**src/rtl/sync_fifo_param_if.sv**
```systemverilog
// Producer/consumer signal bundle for sync_fifo_param.
// overflow/underflow exist only when SYNC_FIFO_ERR_FLAGS_EN is defined.
interface sync_fifo_param_if #(
  parameter int DATA_W = 8,
  parameter int DEPTH  = 16
);
  localparam int ADDR_W = $clog2(DEPTH);

  logic              wr_en;
  logic [DATA_W-1:0] din;
  logic              rd_en;
  logic [DATA_W-1:0] dout;
  logic              rd_valid;
  logic              full;
  logic              empty;
  logic              almost_full;
  logic              almost_empty;
  logic [ADDR_W:0]   count;
`ifdef SYNC_FIFO_ERR_FLAGS_EN
  logic              overflow;
  logic              underflow;

  modport master (
    output wr_en, din, rd_en,
    input  dout, rd_valid, full, empty, almost_full, almost_empty, count,
    input  overflow, underflow
  );

  modport slave (
    input  wr_en, din, rd_en,
    output dout, rd_valid, full, empty, almost_full, almost_empty, count,
    output overflow, underflow
  );
`else
  modport master (
    output wr_en, din, rd_en,
    input  dout, rd_valid, full, empty, almost_full, almost_empty, count
  );

  modport slave (
    input  wr_en, din, rd_en,
    output dout, rd_valid, full, empty, almost_full, almost_empty, count
  );
`endif
endinterface

```
**src/rtl/sync_fifo_param.sv**
```systemverilog
// Single-clock FIFO with registered read data, occupancy count and almost flags.
// Define SYNC_FIFO_ERR_FLAGS_EN to add sticky overflow/underflow outputs.
module sync_fifo_param #(
  parameter int DATA_W   = 8,
  parameter int DEPTH    = 16,
  parameter int AF_LEVEL = DEPTH - 2,
  parameter int AE_LEVEL = 2
) (
  input  logic             clk,
  input  logic             rst,
  sync_fifo_param_if.slave bus
);
  localparam int ADDR_W = $clog2(DEPTH);
  localparam logic [ADDR_W:0] PTR_ONE   = (ADDR_W + 1)'(1);
  localparam logic [ADDR_W:0] AF_THRESH = (ADDR_W + 1)'(AF_LEVEL);
  localparam logic [ADDR_W:0] AE_THRESH = (ADDR_W + 1)'(AE_LEVEL);

  logic [DATA_W-1:0] mem [DEPTH];

  logic [ADDR_W:0]   wr_ptr_reg;
  logic [ADDR_W:0]   rd_ptr_reg;
  logic [ADDR_W:0]   count_reg;
  logic [DATA_W-1:0] dout_reg;
  logic              rd_valid_reg;

  logic full;
  logic empty;
  logic wr_acc;
  logic rd_acc;

  // Extra pointer MSB separates "same index, one lap apart" (full) from equal (empty).
  assign full   = (wr_ptr_reg[ADDR_W-1:0] == rd_ptr_reg[ADDR_W-1:0]) &&
                  (wr_ptr_reg[ADDR_W] != rd_ptr_reg[ADDR_W]);
  assign empty  = (wr_ptr_reg == rd_ptr_reg);
  assign wr_acc = bus.wr_en & ~full;
  assign rd_acc = bus.rd_en & ~empty;

  // Storage carries no reset so it maps onto block RAM.
  always_ff @(posedge clk) begin
    if (!rst && wr_acc) begin
      mem[wr_ptr_reg[ADDR_W-1:0]] <= bus.din;
    end
  end

  always_ff @(posedge clk) begin
    if (rst) begin
      wr_ptr_reg   <= '0;
      rd_ptr_reg   <= '0;
      count_reg    <= '0;
      dout_reg     <= '0;
      rd_valid_reg <= 1'b0;
    end else begin
      rd_valid_reg <= rd_acc;
      if (wr_acc) begin
        wr_ptr_reg <= wr_ptr_reg + PTR_ONE;
      end
      if (rd_acc) begin
        rd_ptr_reg <= rd_ptr_reg + PTR_ONE;
        dout_reg   <= mem[rd_ptr_reg[ADDR_W-1:0]];
      end
      if (wr_acc && !rd_acc) begin
        count_reg <= count_reg + PTR_ONE;
      end else if (rd_acc && !wr_acc) begin
        count_reg <= count_reg - PTR_ONE;
      end
    end
  end

  assign bus.dout         = dout_reg;
  assign bus.rd_valid     = rd_valid_reg;
  assign bus.full         = full;
  assign bus.empty        = empty;
  assign bus.count        = count_reg;
  assign bus.almost_full  = (count_reg >= AF_THRESH);
  assign bus.almost_empty = (count_reg <= AE_THRESH);

`ifdef SYNC_FIFO_ERR_FLAGS_EN
  logic overflow_reg;
  logic underflow_reg;

  // Sticky until reset so software can poll after the fact.
  always_ff @(posedge clk) begin
    if (rst) begin
      overflow_reg  <= 1'b0;
      underflow_reg <= 1'b0;
    end else begin
      if (bus.wr_en && full) begin
        overflow_reg <= 1'b1;
      end
      if (bus.rd_en && empty) begin
        underflow_reg <= 1'b1;
      end
    end
  end

  assign bus.overflow  = overflow_reg;
  assign bus.underflow = underflow_reg;
`endif

endmodule

```
**src/flat_wrapper.sv**
```systemverilog
// flat-port wrapper written by rule: the top's interface ports become plain ports
module sync_fifo_param_flat 
#(
  parameter int DATA_W   = 8,
  parameter int DEPTH    = 16,
  parameter int AF_LEVEL = DEPTH - 2,
  parameter int AE_LEVEL = 2
)
  (clk, rst, bus_wr_en, bus_din, bus_rd_en, bus_dout, bus_rd_valid, bus_full, bus_empty, bus_almost_full, bus_almost_empty, bus_count);
  sync_fifo_param_if #(.DATA_W(DATA_W), .DEPTH(DEPTH)) bus_i ();
  input  logic clk;
  input  logic rst;
  input wire logic [$bits(bus_i.wr_en)-1:0] bus_wr_en;
  input wire logic [$bits(bus_i.din)-1:0] bus_din;
  input wire logic [$bits(bus_i.rd_en)-1:0] bus_rd_en;
  output wire logic [$bits(bus_i.dout)-1:0] bus_dout;
  output wire logic [$bits(bus_i.rd_valid)-1:0] bus_rd_valid;
  output wire logic [$bits(bus_i.full)-1:0] bus_full;
  output wire logic [$bits(bus_i.empty)-1:0] bus_empty;
  output wire logic [$bits(bus_i.almost_full)-1:0] bus_almost_full;
  output wire logic [$bits(bus_i.almost_empty)-1:0] bus_almost_empty;
  output wire logic [$bits(bus_i.count)-1:0] bus_count;
  assign bus_i.wr_en = bus_wr_en;
  assign bus_i.din = bus_din;
  assign bus_i.rd_en = bus_rd_en;
  assign bus_dout = bus_i.dout;
  assign bus_rd_valid = bus_i.rd_valid;
  assign bus_full = bus_i.full;
  assign bus_empty = bus_i.empty;
  assign bus_almost_full = bus_i.almost_full;
  assign bus_almost_empty = bus_i.almost_empty;
  assign bus_count = bus_i.count;
  sync_fifo_param #(.DATA_W(DATA_W), .DEPTH(DEPTH), .AF_LEVEL(AF_LEVEL), .AE_LEVEL(AE_LEVEL)) u_core (.clk(clk), .rst(rst), .bus(bus_i));
endmodule
```
**config.mk**
```make
export PLATFORM = sky130hd
export DESIGN_NAME = sync_fifo_param_flat
export DESIGN_NICKNAME = d
export VERILOG_FILES = /design/src/rtl/sync_fifo_param_if.sv /design/src/rtl/sync_fifo_param.sv /design/src/flat_wrapper.sv
export SDC_FILE = /design/constraint.sdc
export NUM_CORES = 1
export LEC_CHECK = 0
export BUFFER_PORTS_ARGS = -buffer_cell sky130_fd_sc_hd__buf_2
export CORE_MARGIN = 1
export CORE_UTILIZATION = 50
export CTS_BUF_LIST = sky130_fd_sc_hd__clkbuf_8
export DETAILED_ROUTE_END_ITERATION = 16
export PLACE_DENSITY = 0.67
export SLEW_MARGIN = 20
export SYNTH_ARGS = -nofsm -noshare
export SYNTH_HDL_FRONTEND = slang
export SYNTH_SLANG_ARGS = --single-unit
```
**constraint.sdc**
```tcl
create_clock -name clk -period 4.3 [get_ports clk]
set_clock_uncertainty 0.2 [all_clocks]
set_input_delay 0.215 -clock clk [delete_from_list [all_inputs] [get_ports clk]]
set_output_delay 0.215 -clock clk [all_outputs]
set_load 0.05 [all_outputs]
```
==> impl_metrics.py, run 1 <==
metrics = {
    "grt": {
        "grt_usage": 0.2051,
        "grt_pass1_vias": 3318,
        "grt_pass1_wl_um": 18920,
        "grt_use_met1": 0.2818,
        "antenna_found_initial": 0,
        "busiest_layer": "met2",
        "met3_usage": 0.05207,
        "met2_usage": 0.3131,
        "grt.overflow.total": 0,
        "grt_max_degree": 52,
    },
    "worst_hold_path": {
        "hold_path.class": "in -> reg",
        "hold_start": "rst",
        "hold_end": "u_core.wr_ptr_reg[4]",
        "hold_depth": 2,
    },
    "floorplan": {
        "start_util": 0.5179,
        "die_y_um": 114,
        "die_w_um": 114,
        "std_cell_rows": 40,
        "io_pins": 30,
        "core_um2": 12110,
        "die_area_um2": 13000,
    },
    "logic_synthesis": {
        "synth_cell_type_count": 41,
        "postSynthNetCount": 405,
        "syn-instance-count": 383,
        "synth_ff_type": "edfxtp_1",
        "yosysSeqAreaShare": 0.6894,
        "synth_area_um2": 6272,
        "synth-seq-cells": 152,
        "synth_edf_count": 128,
        "netlist.area_leader.share": 0.6128,
        "synth.area.top_cells": "edfxtp_1 61%, mux4_2 8.6%, dfxtp_1 7.7%, mux2_2 3.1%, nor3_1 2.0%",
        "synthTopCellsByCount": "128 x edfxtp_1, 25 x nor3_1, 24 x dfxtp_1, 24 x mux4_2, 22 x nor2_1",
        "ys_async_sr_fraction": 0,
        "yosysWarnings": 0,
        "yosysMostFrequentCell": "edfxtp_1",
        "syn_area_per_cell_um2": 16.38,
        "yosys.area.top_type": "edfxtp_1",
    },
    "power_and_ir_drop": {
        "p_sw_frac": 0.2876,
        "ir_worst_vdd_mv": 0.2709,
        "combPwrFrac": 0.188,
        "p_int_mw": 2.493,
        "power_switching_mw": 1.007,
        "pwr-share-seq": 0.482,
        "leakage_nw": 2.374,
        "cellPowerDensity_nw_per_um2": 487.7,
        "p_clk_frac": 0.331,
    },
    "detailed_routing": {
        "drtIter0Drc": 319,
        "drtPass1Iterations": 5,
        "vias_per_cell": 5.526,
        "route.detailed.drc": 0,
        "routedWlPerCell_um": 19.32,
        "routed_wl_um": 11940,
        "antenna_left": 0,
        "vias": 3415,
    },
    "finish": {
        "area_delta_synth_final_pct": 14.40,
        "largest_reg_flops": 128,
        "fillCellCount": 927,
        "ff_latch_area_um2": 4327,
        "multi_input_area_um2": 1775,
        "nets": 460,
        "drive_gt1_frac": 0.2867,
        "n_antenna_cell": 0,
    },
    "timing": {
        "max-slew-margin-rel": 0.5619,
        "setup_viol_count_final": 0,
        "max_freq_mhz": 273.2,
        "finalSetupTns_ns": 0,
        "whs_ns": 0.004272,
        "hold_violations": 0,
        "worst_pin_slew_ns": 0.6571,
        "finalMaxSlewViolations": 0,
        "rsz0062_at_grt": "false",
        "period_needed_ns": 3.661,
        "fin_crit_sh": 0.8513,
    },
    "placed_design": {
        "hpwl_um": 7412,
        "place.port_buffers": 29,
        "place_congestion": 0.8052,
    },
    "worst_setup_path": {
        "rr_worst_depth": 12,
        "required_ns": 4.44,
        "setup.worst_path.start_class": "register",
        "r2r_slack_ns": 0.64,
        "r2r_start": "u_core.wr_ptr_reg[2]",
        "worstPathMaxFanout": 17,
        "end_kind": "register",
        "rr_endpoint": "u_core.bus.count[4]",
        "arrival_ns": 3.80,
        "path_class": "reg -> reg",
    },
    "clock_network": {
        "cts_inserted_buffers": 17,
        "htree_levels": 4,
        "postCtsSetupRepairBufs": 0,
        "cts.sinks": 152,
        "clk_pin_slew_ns": 0.09,
        "clock_latency_ns": 0.45,
        "cts.path.max_buffers": 2,
        "cts-root-buf": "clkbuf_8",
        "cts_tree": "yes",
    },
    "run_status": {
        "status": "completed",
    },
    "run": {
        "drv_cap": 0,
    },
}
## critical path: stages (launching register included)
cell and delay [ns]:
dfxtp_1 0.66, xnor2_1 0.23, nand4_4 0.17, o21a_2 0.33
inv_4 0.18, ha_1 0.24, inv_1 0.09, ha_1 0.30
nor2b_1 0.16, o21a_1 0.17, or3_1 0.30, a21oi_1 0.16
mux2_2 0.34
## logic make-up (layout without fill, tap and decap cells)
| kind of cell | after synthesis | after routing | share of synthesized area |
|---|---|---|---|
| AND/OR/NAND/NOR | 91 | 91 | 0.07720 |
| buffers and inverters | 31 | 98 | 0.02753 |
| XOR/XNOR | 13 | 13 | 0.01815 |
| multiplexers | 42 | 42 | 0.1183 |
| flip-flops | 152 | 152 | 0.6894 |
| adder cells (fa/ha/maj) | 10 | 10 | 0.02115 |
| AO/OA/AOI/OAI | 44 | 44 | 0.04827 |
## area by class of cell
type	instances	area share
clock buffers	17	0.03261
clock inverters	14	0.02755
inverters	7	0.004010
multi-input cells	200	0.2474
flip-flops and latches	152	0.6030
well taps	168	0.02929
repair buffers	60	0.05615
## per-layer routing
metal  part of all wire  wire length [um]
met2               0.50              5960
met4              0.016               187
met5                  0                 0
met1               0.42              5057
met3              0.062               735
## per-stage QoR
step | setup WS, ns | instance area, um^2 | cells | utilization | total power, mW
floorplan | 0.8228 | 6272 | 383 | - | 2.220
global placement | 0.7680 | 6644 | 577 | 0.5486 | 2.361
detailed placement | 0.6785 | 6644 | 577 | 0.5486 | 2.373
CTS | 0.6337 | 7176 | 618 | 0.5925 | 3.525
global route | 0.3817 | 7176 | 618 | 0.5925 | 3.637
finish | 0.6395 | 7176 | 618 | 0.5925 | 3.500
## repair_timing
item,4_1_cts,5_1_grt
resized for setup,0,0
hold buffers,10,0
endpoints found under the hold margin,131,0
## worst max path at each step
stage,from,endpoint,cells past startpoint
3_3_place_gp,u_core.wr_ptr_reg[2],u_core.bus.count[4],12
4_1_cts,u_core.wr_ptr_reg[2],u_core.bus.count[4],12
3_5_place_dp,u_core.wr_ptr_reg[2],u_core.bus.count[4],12
5_1_grt,u_core.wr_ptr_reg[2],u_core.bus.count[4],12
2_1_floorplan,u_core.bus.count[1],bus_almost_empty,1
6_report,u_core.wr_ptr_reg[2],u_core.bus.count[4],12
## placed cells by master, fill, tap and decap left out, types with 2 or more instances in the layout
master / netlist / final
ha_1: 9 / 9
a21oi_1: 7 / 7
nor2b_1: 13 / 13
o22ai_1: 8 / 8
or3_1: 2 / 2
clkinvlp_4: 0 / 4
nor2_1: 22 / 22
nor3_1: 25 / 25
xnor2_1: 8 / 8
edfxtp_1: 128 / 128
nand2b_1: 5 / 5
buf_4: 3 / 21
o211ai_1: 3 / 3
or4_1: 2 / 2
nand3_1: 3 / 3
xor2_1: 5 / 5
dfxtp_1: 24 / 22
dlygate4sd3_1: 0 / 10
dfxtp_2: 0 / 2
a211oi_1: 15 / 15
nor4b_1: 4 / 4
nor4_1: 4 / 4
inv_1: 6 / 6
buf_2: 9 / 29
nand2_1: 9 / 9
clkbuf_8: 0 / 17
mux4_2: 24 / 24
bufinv_16: 0 / 4
mux2_2: 17 / 17
inv_6: 0 / 2
clkinv_4: 0 / 3
o21ai_0: 3 / 3
## power groups by stage
stage / Sequential [mW] / Clock (mW) / Combinational (mW)
6_report: 1.69 / 1.16 / 0.656
5_1_grt: 1.69 / 1.23 / 0.712
4_1_cts: 1.69 / 1.18 / 0.663
3_5_place_dp: 1.72 / 0 / 0.654
3_3_place_gp: 1.72 / 0 / 0.645
2_1_floorplan: 1.84 / 0 / 0.383
Power figures use the tool's default switching activity.
==> inputs of run 2 (changes only) <==
--- a/config.mk
+++ b/config.mk
@@ -11,6 +11,7 @@
 export CTS_BUF_LIST = sky130_fd_sc_hd__clkbuf_8
 export DETAILED_ROUTE_END_ITERATION = 16
 export PLACE_DENSITY = 0.67
+export RECOVER_POWER = 50
 export SLEW_MARGIN = 20
 export SYNTH_ARGS = -nofsm -noshare
 export SYNTH_HDL_FRONTEND = slang
==> impl_metrics.py, run 2 (synthesis gave the netlist of run 1 again) <==
metrics = {
    "power_and_ir_drop": {
        "ir_worst_vdd_mv": 0.2707,
        "cellPowerDensity_nw_per_um2": 488.7,
        "leakage_nw": 2.288,
        "power_mw": 3.485,
    },
    "grt": {
        "grt_usage": 0.2051,
        "grt_pass1_vias": 3318,
        "grt.overflow.total": 0,
        "grt_pass1_wl_um": 18920,
        "grt_max_degree": 52,
        "antenna_found_initial": 0,
    },
    "clock_network": {
        "cts-root-buf": "clkbuf_8",
        "cts.sinks": 152,
        "cts_inserted_buffers": 17,
        "post_cts_resized": 0,
        "cts.path.max_buffers": 2,
        "clk_pin_slew_ns": 0.09,
        "clock_latency_ns": 0.45,
        "htree_levels": 4,
        "cts_tree": "yes",
    },
    "finish": {
        "drive_gt1_frac": 0.2311,
        "final_cell_mix": "128 x edfxtp_1, 25 x nor3_1, 24 x mux4_2, 24 x clkbuf_1",
        "n_antenna_cell": 0,
        "post-route-util": 0.5887,
        "area_delta_synth_final_pct": 13.68,
        "mostFrequentLayoutCell": "edfxtp_1",
        "largest_reg_flops": 128,
        "nets": 460,
        "final_cell_count_no_fill": 618,
    },
    "worst_setup_path": {
        "critPathMostFrequentCell": "ha_1",
        "arrival_ns": 3.90,
        "crit_chain": "xnor2_1 -> nand4_1 -> o21a_2 -> inv_4 -> ha_1 -> inv_1 -> ha_1 -> nor2b_1 -> o21a_1 -> or3_1 -> a21oi_1 -> mux2_2",
        "path_buf_inv": 2,
        "worstPathMaxFanout": 17,
        "crit_family": "simple AND/OR/NAND/NOR gates",
        "r2r_slack_ns": 0.53,
        "setup.worst_path.start_class": "register",
        "path_class": "reg -> reg",
        "end_kind": "register",
        "slowest_delay_ns": 0.65,
        "slowest_stage": "dfxtp_1",
        "required_ns": 4.44,
    },
    "detailed_routing": {
        "routed_wl_um": 12040,
        "routedWlPerCell_um": 19.48,
        "antenna_left": 0,
        "drtIter0Drc": 305,
        "vias_per_cell": 5.532,
        "vias": 3419,
        "drtPass1Iterations": 4,
        "route.detailed.drc": 0,
    },
    "floorplan": {
        "die_y_um": 114,
        "start_util": 0.5179,
        "die_w_um": 114,
        "std_cell_rows": 40,
        "die_area_um2": 13000,
        "io_pins": 30,
        "core_um2": 12110,
    },
    "timing": {
        "max-slew-margin-rel": 0.5094,
        "whs_ns": 0.006167,
        "setup_viol_count_final": 0,
        "period_needed_ns": 3.768,
        "fin_crit_sh": 0.8762,
        "finalSetupTns_ns": 0,
        "worst_pin_slew_ns": 0.7359,
        "hold_violations": 0,
        "finalMaxSlewViolations": 0,
        "max_freq_mhz": 265.4,
        "rsz0062_at_grt": "false",
    },
    "worst_hold_path": {
        "hold_path.class": "in -> reg",
    },
    "placed_design": {
        "place.port_buffers": 29,
        "post-place-cells": 577,
        "place_congestion": 0.8052,
        "hpwl_um": 7412,
    },
    "run_status": {
        "status": "completed",
    },
    "run": {
        "drv_cap": 0,
    },
}
-- run 2: cell count changes in the layout (fill, tap and decap cells not counted) --
cell / previous run / this run
clkbuf_1: 0 / 24
nand4_4: 1 / 0
nand4_1: 0 / 1
buf_2: 29 / 5
-- run 2: area by class of cell --
type                            count  area (um^2)
Tap cell                          168        210.2
Inverter                            7        28.78
Clock buffer                       17        234.0
Fill cell                         946         4981
Clock inverter                     14        197.7
Timing Repair Buffer               60        372.9
Multi-Input combinational cell    200         1760
Sequential cell                   152         4327
-- run 2: what timing repair did --
action	4_1_cts	5_1_grt
setup buffers	0	0
hold buffers	10	0
endpoints found under the hold margin	131	0
-- run 2: metrics by stage --
stage / worst slack, ns / area (um^2)
after floorplan: 0.8228 / 6272
after global placement: 0.7680 / 6644
after detailed placement: 0.6785 / 6644
after CTS: 0.6337 / 7176
after global routing: 0.2231 / 7131
final: 0.5324 / 7131
-- run 2: where the power goes --
| part | internal (mW) | switching, mW | total (mW) |
|---|---|---|---|
| Combinational | 0.199 | 0.440 | 0.638 |
| Clock | 0.632 | 0.528 | 1.16 |
| Sequential | 1.64 | 0.0423 | 1.69 |
-- run 2: worst reg2reg max path, cell delays in order (launching register included) --
cell and delay (ns):
dfxtp_1 0.65, xnor2_1 0.18, nand4_1 0.28, o21a_2 0.39
inv_4 0.18, ha_1 0.24, inv_1 0.09, ha_1 0.30
nor2b_1 0.16, o21a_1 0.17, or3_1 0.30, a21oi_1 0.16
mux2_2 0.34
-- run 2: worst paths after layout --
kind                                to            startpoint  depth (start not counted)
hold reg to reg     u_core.bus.dout[0]    u_core.bus.dout[0]                          2
hold / removal    u_core.wr_ptr_reg[4]                   rst                          2
setup / recovery   u_core.bus.count[4]  u_core.wr_ptr_reg[2]                         12
setup reg to reg   u_core.bus.count[4]  u_core.wr_ptr_reg[2]                         12
-- run 2: metal layers --
layer  part of all wire  up-vias  track usage
li1                   -     1603            -
met1               0.44     1721       0.2818
met2               0.50       84       0.3131
met3              0.049       11      0.05207
met4              0.014        0      0.08658
met5                  0        -            0
